## config.mk

```make
export PLATFORM = sky130hd
export DESIGN_NAME = checksum_engine
export DESIGN_NICKNAME = d
export VERILOG_FILES = /design/src/rtl/checksum_engine_pkg.sv /design/src/rtl/checksum_engine_fold_comb.sv /design/src/rtl/checksum_engine.sv
export SDC_FILE = /design/constraint.sdc
export NUM_CORES = 1
export LEC_CHECK = 0
export CAP_MARGIN = 5
export CORE_MARGIN = 2
export CORE_UTILIZATION = 45
export CTS_CLUSTER_SIZE = 20
export DETAILED_ROUTE_END_ITERATION = 6
export PLACE_DENSITY_LB_ADDON = 0.12
export SYNTH_ARGS = -nofsm -noshare
export SYNTH_HDL_FRONTEND = slang
export SYNTH_SLANG_ARGS = --single-unit
```

## constraint.sdc

```tcl
create_clock -name clk -period 7.1 [get_ports clk]
set_input_delay 2.13 -clock clk [delete_from_list [all_inputs] [get_ports clk]]
set_output_delay 2.13 -clock clk [all_outputs]
set_load 0.005 [all_outputs]
```

## src/rtl/checksum_engine_pkg.sv

```systemverilog
// Shared types and the end-around-carry adder for the checksum engine.
// Pure declarations: no latency, no flow control.
// ones_add works on any checksum width up to CSUM_MAX_W bits.
package checksum_engine_pkg;

  localparam int CSUM_MAX_W = 64;

  typedef enum logic {
    GENERATE = 1'b0,
    CHECK    = 1'b1
  } checksum_mode_t;

  typedef enum logic [1:0] {
    ST_IDLE = 2'd0,
    ST_CALC = 2'd1,
    ST_DONE = 2'd2
  } state_t;

  // Ones'-complement add of two w-bit values. The carry out of bit w-1 is
  // wrapped back into bit 0; the wrap itself can never carry again.
  function automatic logic [CSUM_MAX_W-1:0] ones_add(
    input logic [CSUM_MAX_W-1:0] a,
    input logic [CSUM_MAX_W-1:0] b,
    input logic [6:0]            w
  );
    logic [CSUM_MAX_W:0] sum;
    logic [CSUM_MAX_W:0] mask;
    logic [CSUM_MAX_W:0] cin;
    sum  = {1'b0, a} + {1'b0, b};
    mask = ((CSUM_MAX_W+1)'(1) << w) - (CSUM_MAX_W+1)'(1);
    cin  = (CSUM_MAX_W+1)'(sum[w]);
    sum  = (sum & mask) + cin;
    return sum[CSUM_MAX_W-1:0];
  endfunction

endpackage

```

## src/rtl/checksum_engine_fold_comb.sv

```systemverilog
// Folds WORDS_PER_CYCLE checksum words into the running ones'-complement sum.
// Latency: purely combinational.
// Backpressure: none; the caller decides when acc_o is captured.
module checksum_engine_fold_comb
  import checksum_engine_pkg::*;
#(
  parameter int CSUM_W          = 8,
  parameter int WORDS_PER_CYCLE = 2
) (
  input  logic [CSUM_W-1:0]                 acc_i,
  input  logic [WORDS_PER_CYCLE*CSUM_W-1:0] words_i,
  output logic [CSUM_W-1:0]                 acc_o
);

  always_comb begin
    acc_o = acc_i;
    for (int i = 0; i < WORDS_PER_CYCLE; i++) begin
      acc_o = CSUM_W'(ones_add(CSUM_MAX_W'(acc_o),
                               CSUM_MAX_W'(words_i[i*CSUM_W +: CSUM_W]),
                               7'(CSUM_W)));
    end
  end

endmodule

```

## src/rtl/checksum_engine.sv

```systemverilog
// Ones'-complement checksum generate/check engine; optional CHECKSUM_ERR_CNT_EN adds err_cnt_o.
// Latency: NCYC+1 cycles from accept to out_valid, NCYC = ceil(NWORDS/WORDS_PER_CYCLE).
// Backpressure: result held in DONE until out_ready; a new flit is taken in the same cycle.
module checksum_engine
  import checksum_engine_pkg::*;
#(
  parameter int DATA_W          = 64,
  parameter int CSUM_W          = 8,
  parameter int WORDS_PER_CYCLE = 2
) (
  input  logic              clk,
  input  logic              rst_n,
  input  logic              in_valid,
  output logic              in_ready,
  input  logic              mode_i,
  input  logic [DATA_W-1:0] data_i,
  input  logic [CSUM_W-1:0] csum_i,
  output logic              out_valid,
  input  logic              out_ready,
  output logic [DATA_W-1:0] data_o,
  output logic [CSUM_W-1:0] csum_o,
  output logic              is_valid_o,
  output logic              busy_o
`ifdef CHECKSUM_ERR_CNT_EN
  ,
  output logic [15:0]       err_cnt_o
`endif
);

  localparam int NWORDS  = (DATA_W + CSUM_W - 1) / CSUM_W;
  localparam int NCYC    = (NWORDS + WORDS_PER_CYCLE - 1) / WORDS_PER_CYCLE;
  localparam int SLICE_W = WORDS_PER_CYCLE * CSUM_W;
  localparam int PAD_W   = NCYC * SLICE_W;
  localparam int CNT_W   = (NCYC > 1) ? $clog2(NCYC) : 1;

  state_t             state_q;
  checksum_mode_t     mode_q;
  logic [CSUM_W-1:0]  acc_q;
  logic [CSUM_W-1:0]  acc_fold;
  logic [CSUM_W-1:0]  csum_next;
  logic [CSUM_W-1:0]  csum_in_q;
  logic [CSUM_W-1:0]  csum_q;
  logic [PAD_W-1:0]   work_q;
  logic [DATA_W-1:0]  data_q;
  logic [CNT_W-1:0]   cyc_q;
  logic               is_valid_q;
  logic               accept;
  logic               last_cyc;

  assign in_ready   = (state_q == ST_IDLE) || ((state_q == ST_DONE) && out_ready);
  assign accept     = in_valid && in_ready;
  assign out_valid  = (state_q == ST_DONE);
  assign busy_o     = (state_q != ST_IDLE);
  assign data_o     = data_q;
  assign csum_o     = csum_q;
  assign is_valid_o = is_valid_q;
  assign last_cyc   = (cyc_q == CNT_W'(NCYC - 1));
  assign csum_next  = ~acc_fold;

  // The working copy is zero-padded to a whole number of slices, so the
  // words past NWORDS in the last CALC cycle add zero.
  checksum_engine_fold_comb #(
    .CSUM_W          (CSUM_W),
    .WORDS_PER_CYCLE (WORDS_PER_CYCLE)
  ) u_fold (
    .acc_i   (acc_q),
    .words_i (work_q[SLICE_W-1:0]),
    .acc_o   (acc_fold)
  );

  always_ff @(posedge clk or negedge rst_n) begin
    if (!rst_n) begin
      state_q    <= ST_IDLE;
      mode_q     <= GENERATE;
      acc_q      <= '0;
      csum_in_q  <= '0;
      csum_q     <= '0;
      work_q     <= '0;
      data_q     <= '0;
      cyc_q      <= '0;
      is_valid_q <= 1'b0;
    end else if (accept) begin
      state_q   <= ST_CALC;
      mode_q    <= checksum_mode_t'(mode_i);
      acc_q     <= '0;
      csum_in_q <= csum_i;
      work_q    <= PAD_W'(data_i);
      data_q    <= data_i;
      cyc_q     <= '0;
    end else begin
      case (state_q)
        ST_CALC: begin
          acc_q  <= acc_fold;
          work_q <= work_q >> SLICE_W;
          cyc_q  <= cyc_q + CNT_W'(1);
          if (last_cyc) begin
            state_q    <= ST_DONE;
            csum_q     <= csum_next;
            is_valid_q <= (mode_q == CHECK) ? (csum_in_q == csum_next) : 1'b1;
          end
        end
        ST_DONE: begin
          if (out_ready) state_q <= ST_IDLE;
        end
        default: ;
      endcase
    end
  end

`ifdef CHECKSUM_ERR_CNT_EN
  logic [15:0] err_cnt_q;

  assign err_cnt_o = err_cnt_q;

  always_ff @(posedge clk or negedge rst_n) begin
    if (!rst_n) begin
      err_cnt_q <= '0;
    end else if (out_valid && out_ready && (mode_q == CHECK) && !is_valid_q &&
                 (err_cnt_q != 16'hFFFF)) begin
      err_cnt_q <= err_cnt_q + 16'd1;
    end
  end
`endif

endmodule
```

# ---- Word-level counts from Yosys, hierarchy flattened
# Index checks and enable logic that the tools add are counted.
dict set report totals {
  reg_bits 158
  inputBits 77
  output_inout_bits 76
}
dict set report classes {
  n_addsub 5
  n_eq_ne 6
  muxes 11
  bitwise 2
  n_reduce_logical 9
}
# cell n
set ops {}
lappend ops {{64-bit two-way mux} 2}
lappend ops {{8-bit by 8-bit adder with 9-bit output} 2}
lappend ops {{8-bit by 1-bit adder with 8-bit output} 2}
lappend ops {{8-bit two-way mux} 2}
lappend ops {{2-bit two-way mux} 5}
lappend ops {{8-bit == test} 1}
lappend ops {{8-bit inverter} 1}
lappend ops {{3-bit AND reduction} 2}
lappend ops {{2-bit == test, second input constant} 2}
lappend ops {{2-bit one-hot mux with 2 select lines} 1}
lappend ops {{2-bit nonzero test} 2}
lappend ops {{3-bit by 1-bit != test with 1-bit output, second input constant} 1}
lappend ops {{3-bit != test, second input constant} 1}
lappend ops {{3-bit nonzero test} 1}
lappend ops {{2-bit by 1-bit adder with 2-bit output, second input constant} 1}
lappend ops {{2-bit by 1-bit == test with 1-bit output, second input constant} 1}
lappend ops {{1-bit logical AND} 2}
lappend ops {{2-bit zero test} 1}
lappend ops {{1-bit logical OR} 1}
lappend ops {{1-bit two-way mux} 1}
lappend ops {{1-bit inverter} 1}

# ---- Longest topological paths before layout
dict set report depth {
  depth_word 7
  ltp_mapped 27
}

# ---- Hierarchy
# From an unflattened synthesis, not the netlist that was laid out.
dict set report unflattened {
  hier_cells 708
  area_unflattened_um2 7209.4
}
# module instances cells_per_inst area_per_inst_um2 seq_area_each_um2
set by_module_without_submodules {}
lappend by_module_without_submodules {checksum_engine 1 595 6262.3 3953.8}
lappend by_module_without_submodules {checksum_engine_fold_comb 1 113 947.2 0.0}

# ---- Worst setup path after synthesis
# OpenSTA, ideal clock, no wires.
dict set report synth_timing {
  kind {reg2reg}
  from {register acc_q[0]}
  to {register is_valid_q, in the netlist is_valid_o}
  setup_time_ns 0.065
  arrival_ns 5.156
  required_time_ns 7.035
  path_slack_ns 1.878
  stages_incl_launch_ff 26
  synth_period_minus_slack_ns 5.222
  path_cell_list {dfrtp_1 > ha_1 > fa_1 > a21o_1 > a21oi_1 > o21bai_1 > a21oi_1 > nor2b_1 > o21ai_0 > nand2b_1 > ha_1 > ha_1 > fa_1 > a211o_1 > a31o_1 > a21oi_2 > nor2b_1 > o21ai_0 > nand2b_1 > ha_1 > ha_1 > xnor2_1 > xor2_1 > or4_1 > nor3_1 > a31o_1}
}
dict set report synth_between {
  elab_chain_cells 7
}
# item line_no
set synth_rtl {}
lappend synth_rtl {{start, declared} checksum_engine.sv:38} ;# logic [CSUM_W-1:0] acc_q;
lappend synth_rtl {{start signal, assigned} checksum_engine.sv:93} ;# acc_q <= acc_fold;
lappend synth_rtl {{8-bit by 8-bit adder with 9-bit output} checksum_engine_pkg.sv:29} ;# sum = {1'b0, a} + {1'b0, b};
lappend synth_rtl {{8-bit by 1-bit adder with 8-bit output} checksum_engine_pkg.sv:32} ;# sum = (sum & mask) + cin;
lappend synth_rtl {{8-bit by 8-bit adder with 9-bit output} checksum_engine_pkg.sv:29}
lappend synth_rtl {{8-bit by 1-bit adder with 8-bit output} checksum_engine_pkg.sv:32}
lappend synth_rtl {{8-bit inverter} checksum_engine.sv:58} ;# assign csum_next = ~acc_fold;
lappend synth_rtl {{8-bit == test} checksum_engine.sv:99} ;# is_valid_q <= (mode_q == CHECK) ? (csum_in_q == csum_next) : 1'b1;
lappend synth_rtl {{1-bit two-way mux} checksum_engine.sv:99}
lappend synth_rtl {{end signal, assigned} checksum_engine.sv:99}
lappend synth_rtl {{end, declared} checksum_engine.sv:46} ;# logic is_valid_q;
# No other way between the ends.
# A chain may end at the register's enable or synchronous reset.

# ---- Worst setup path in the final report
# Same ends and word-level chain as after synthesis.

==> flow_summary.json <==
{
  "fill_cells": 1345,
  "ctsHtreeMaxLevel": 4,
  "fin_crit_ns": 5.72,
  "slew_viol_final": 0,
  "final_cell_mix": "nand2_1 (269), dfrtp_1 (158), clkdlybuf4s50_1 (151)",
  "slew_headroom_pct": 34.4,
  "first_pass_iters": 4,
  "ctsLongestPathBuffers": 2,
  "cp-end-kind": "flop",
  "final_common_cell": "nand2_1",
  "synth_nets": 800,
  "worstMarginPinSlew_ns": 0.984,
  "vias": 5367,
  "worstSetupPathType": "reg -> reg",
  "status": "complete, no violations",
  "wirelength_um": 17400,
  "rsz0062_at_grt": "no",
  "path_clk_slew_ns": 0.07,
  "crit_arrival_ns": 6.08,
  "cts.sinks": 158,
  "io_pins": 153,
  "first_iter_violations": 323,
  "cts_root_buffer": "clkbuf_16",
  "powerDensity_mw_per_mm2": 578,
  "num-nets-final": 944,
  "power_leakage_nw": 4.57,
  "start_util_pct": 45.9,
  "dpl.cell_count": 1012,
  "area.growth.synth_to_final_pct": 32.6,
  "row_count": 45,
  "grt_max_degree": 111,
  "grt_pass1_vias": 5529,
  "place.gp.congestion": 0.830,
  "synthFlopType": "dfrtp_1",
  "synth_cells": 699,
  "hp-class": "reg -> reg",
  "async_flop_share_pct": 100,
  "antenna_found_initial": 0,
  "grt_overflow": 0,
  "max_freq_ghz": 0.175,
  "cts_tree": "yes",
  "postRouteAntennaNets": 0,
  "cts_buffers": 17,
  "dieArea_sq_mm": 0.0165,
  "chipHeight_um": 129,
  "cts_setup_buffers": 0,
  "fin_skew_ns": 0.0103,
  "layout.cells.non_filler": 1044,
  "synth.distinct_cells": 40,
  "tns_ns": 0,
  "crit_path_start_kind": "flop",
  "grt_use_total_pct": 22.1,
  "layout-drive-gt1-share_pct": 6.19,
  "ys_warn_count": 0,
  "ys_ff_latch": 158,
  "ys_seq_area_share_pct": 56.7,
  "hold_buffers": 0,
  "num_antenna_cells": 0,
  "grt_pass1_wl_um": 28300,
  "hpwl_um": 12300,
  "syn_area_sq_mm": 0.00698,
  "max_cap_viol_count": 0,
  "cp_max_fo": 4,
  "ctsResizeCount": 0,
  "die_w_um": 129,
  "clk_latency_ns": 0.42,
  "numPortBuffers": 152,
  "viasPerCell": 5.14,
  "hold_violations": 0,
  "fin_crit_sh_pct": 80.6,
  "ir_drop_mv": 0.258,
  "drc": 0,
  "avgSynthCellArea_sq_um": 9.98,
  "setup_violations": 0,
  "synth_edf_count": 0,
  "post_drt_wl_per_cell_um": 16.7,
  "core-area_sq_mm": 0.0152,
  "cp.required_ns": 7.46
}
-- kinds of logic (layout without fill, tap and decap cells) --
logic type,after synthesis,count (layout),share of synthesized area [%]
simple gates,326,326,19.0
xor+xnor,28,28,4.54
fa+ha+maj,24,24,4.52
compound gates,88,88,7.84
mux,37,37,5.40
buf+inv,38,195,2.06
flops,158,158,56.7
-- metal layers --
metal  vias to the layer above  GRT usage [%]  routed length (um)
met4                         0           5.43                 144
met5                         -              0                   0
li1                       2612              -                   -
met2                       118           37.4                8780
met3                        12           5.41                 719
met1                      2625           29.0                7740
-- sequential cells by signal, summed over array words and instances (netlist names) --
| register | flops |
|---|---|
| work_q | 64 |
| state_q | 2 |
| csum_o | 8 |
| cyc_q | 2 |
| is_valid_o | 1 |
| data_o | 64 |
| mode_q | 1 |
| acc_q | 8 |
| csum_in_q | 8 |
-- per-stage QoR --
stage	area [sq um]	hold WS, ns	setup WS [ns]	utilization [%]	power (mW)
after floorplan	6980	0.440	1.88	-	3.47
after global placement	8660	0.458	1.53	57.0	4.39
after detailed placement	8660	0.461	1.44	57.0	4.46
after CTS	9250	0.478	1.38	60.9	5.40
after global routing	9250	0.498	1.04	60.9	5.77
final	9250	0.477	1.38	60.9	5.35
-- final timing paths --
check	startpoint	to	slack (ns)	cells past startpoint
worst min-delay path	data_o[14]	data_o[14]	0.48	2
worst min register to register	data_o[14]	data_o[14]	0.48	2
max in group asynchronous	rst_n	work_q[7]	4.01	2
worst max register to register	acc_q[0]	is_valid_o	1.38	25
worst max-delay path	acc_q[0]	is_valid_o	1.38	25
min in group asynchronous	rst_n	csum_in_q[4]	1.83	1
-- cell type report --
| type | instances | area [sq um] | share of cell area (%) |
|---|---|---|---|
| tap | 188 | 235 | 2.54 |
| timing repair buffer | 158 | 1570 | 16.9 |
| sequential | 158 | 3950 | 42.7 |
| inverter | 5 | 18.8 | 0.203 |
| clock inverter | 15 | 164 | 1.77 |
| clock buffer | 17 | 425 | 4.60 |
| multi-input combinational | 503 | 2890 | 31.2 |
-- critical path, stage by stage, from the launching register on --
cell,delay (ns)
dfrtp_1,0.38
ha_1,0.23
fa_1,0.41
a21o_1,0.18
a21oi_1,0.22
o21bai_1,0.09
a21oi_1,0.22
nor2b_1,0.07
o21ai_0,0.15
nand2b_1,0.08
ha_1,0.21
ha_1,0.31
fa_1,0.44
a211o_1,0.34
a31o_1,0.24
a21oi_2,0.17
nor2b_1,0.06
o21ai_0,0.15
nand2b_1,0.09
ha_1,0.21
ha_1,0.21
xnor2_1,0.30
xor2_1,0.10
or4_1,0.40
nor3_1,0.23
a31o_1,0.16
-- synthesized netlist by cell type (2+ instances only) --
| cell | count | area (sq um) |
|---|---|---|
| nand2_1 | 270 | 1010 |
| fa_1 | 2 | 40.0 |
| a31o_1 | 2 | 17.5 |
| xnor2_1 | 15 | 131 |
| a21oi_1 | 9 | 45.0 |
| mux2i_1 | 32 | 320 |
| nand3_1 | 25 | 125 |
| o21bai_1 | 3 | 22.5 |
| or2_2 | 2 | 12.5 |
| mux2_2 | 5 | 56.3 |
| a22o_1 | 15 | 131 |
| a21oi_2 | 2 | 17.5 |
| a21o_1 | 3 | 22.5 |
| and2_1 | 4 | 25.0 |
| nor2_1 | 5 | 18.8 |
| buf_1 | 2 | 7.51 |
| xor3_1 | 2 | 47.6 |
| nand2b_1 | 4 | 25.0 |
| inv_1 | 5 | 18.8 |
| and3_1 | 5 | 31.3 |
| dfrtp_1 | 158 | 3950 |
| xor2_1 | 8 | 70.1 |
| xnor3_1 | 3 | 67.6 |
| clkbuf_1 | 30 | 113 |
| nor2b_1 | 5 | 31.3 |
| o21ai_0 | 48 | 240 |
| ha_1 | 22 | 275 |
-- power by group --
part           switching, mW  leakage (nW)  total (mW)  internal [mW]
Clock                  0.382         0.283       0.905          0.523
Combinational           1.42          2.29        2.86           1.44
Sequential             0.266          1.99        1.58           1.32
Total                   2.07          4.57        5.35           3.28
Power figures use the tool's default switching activity.
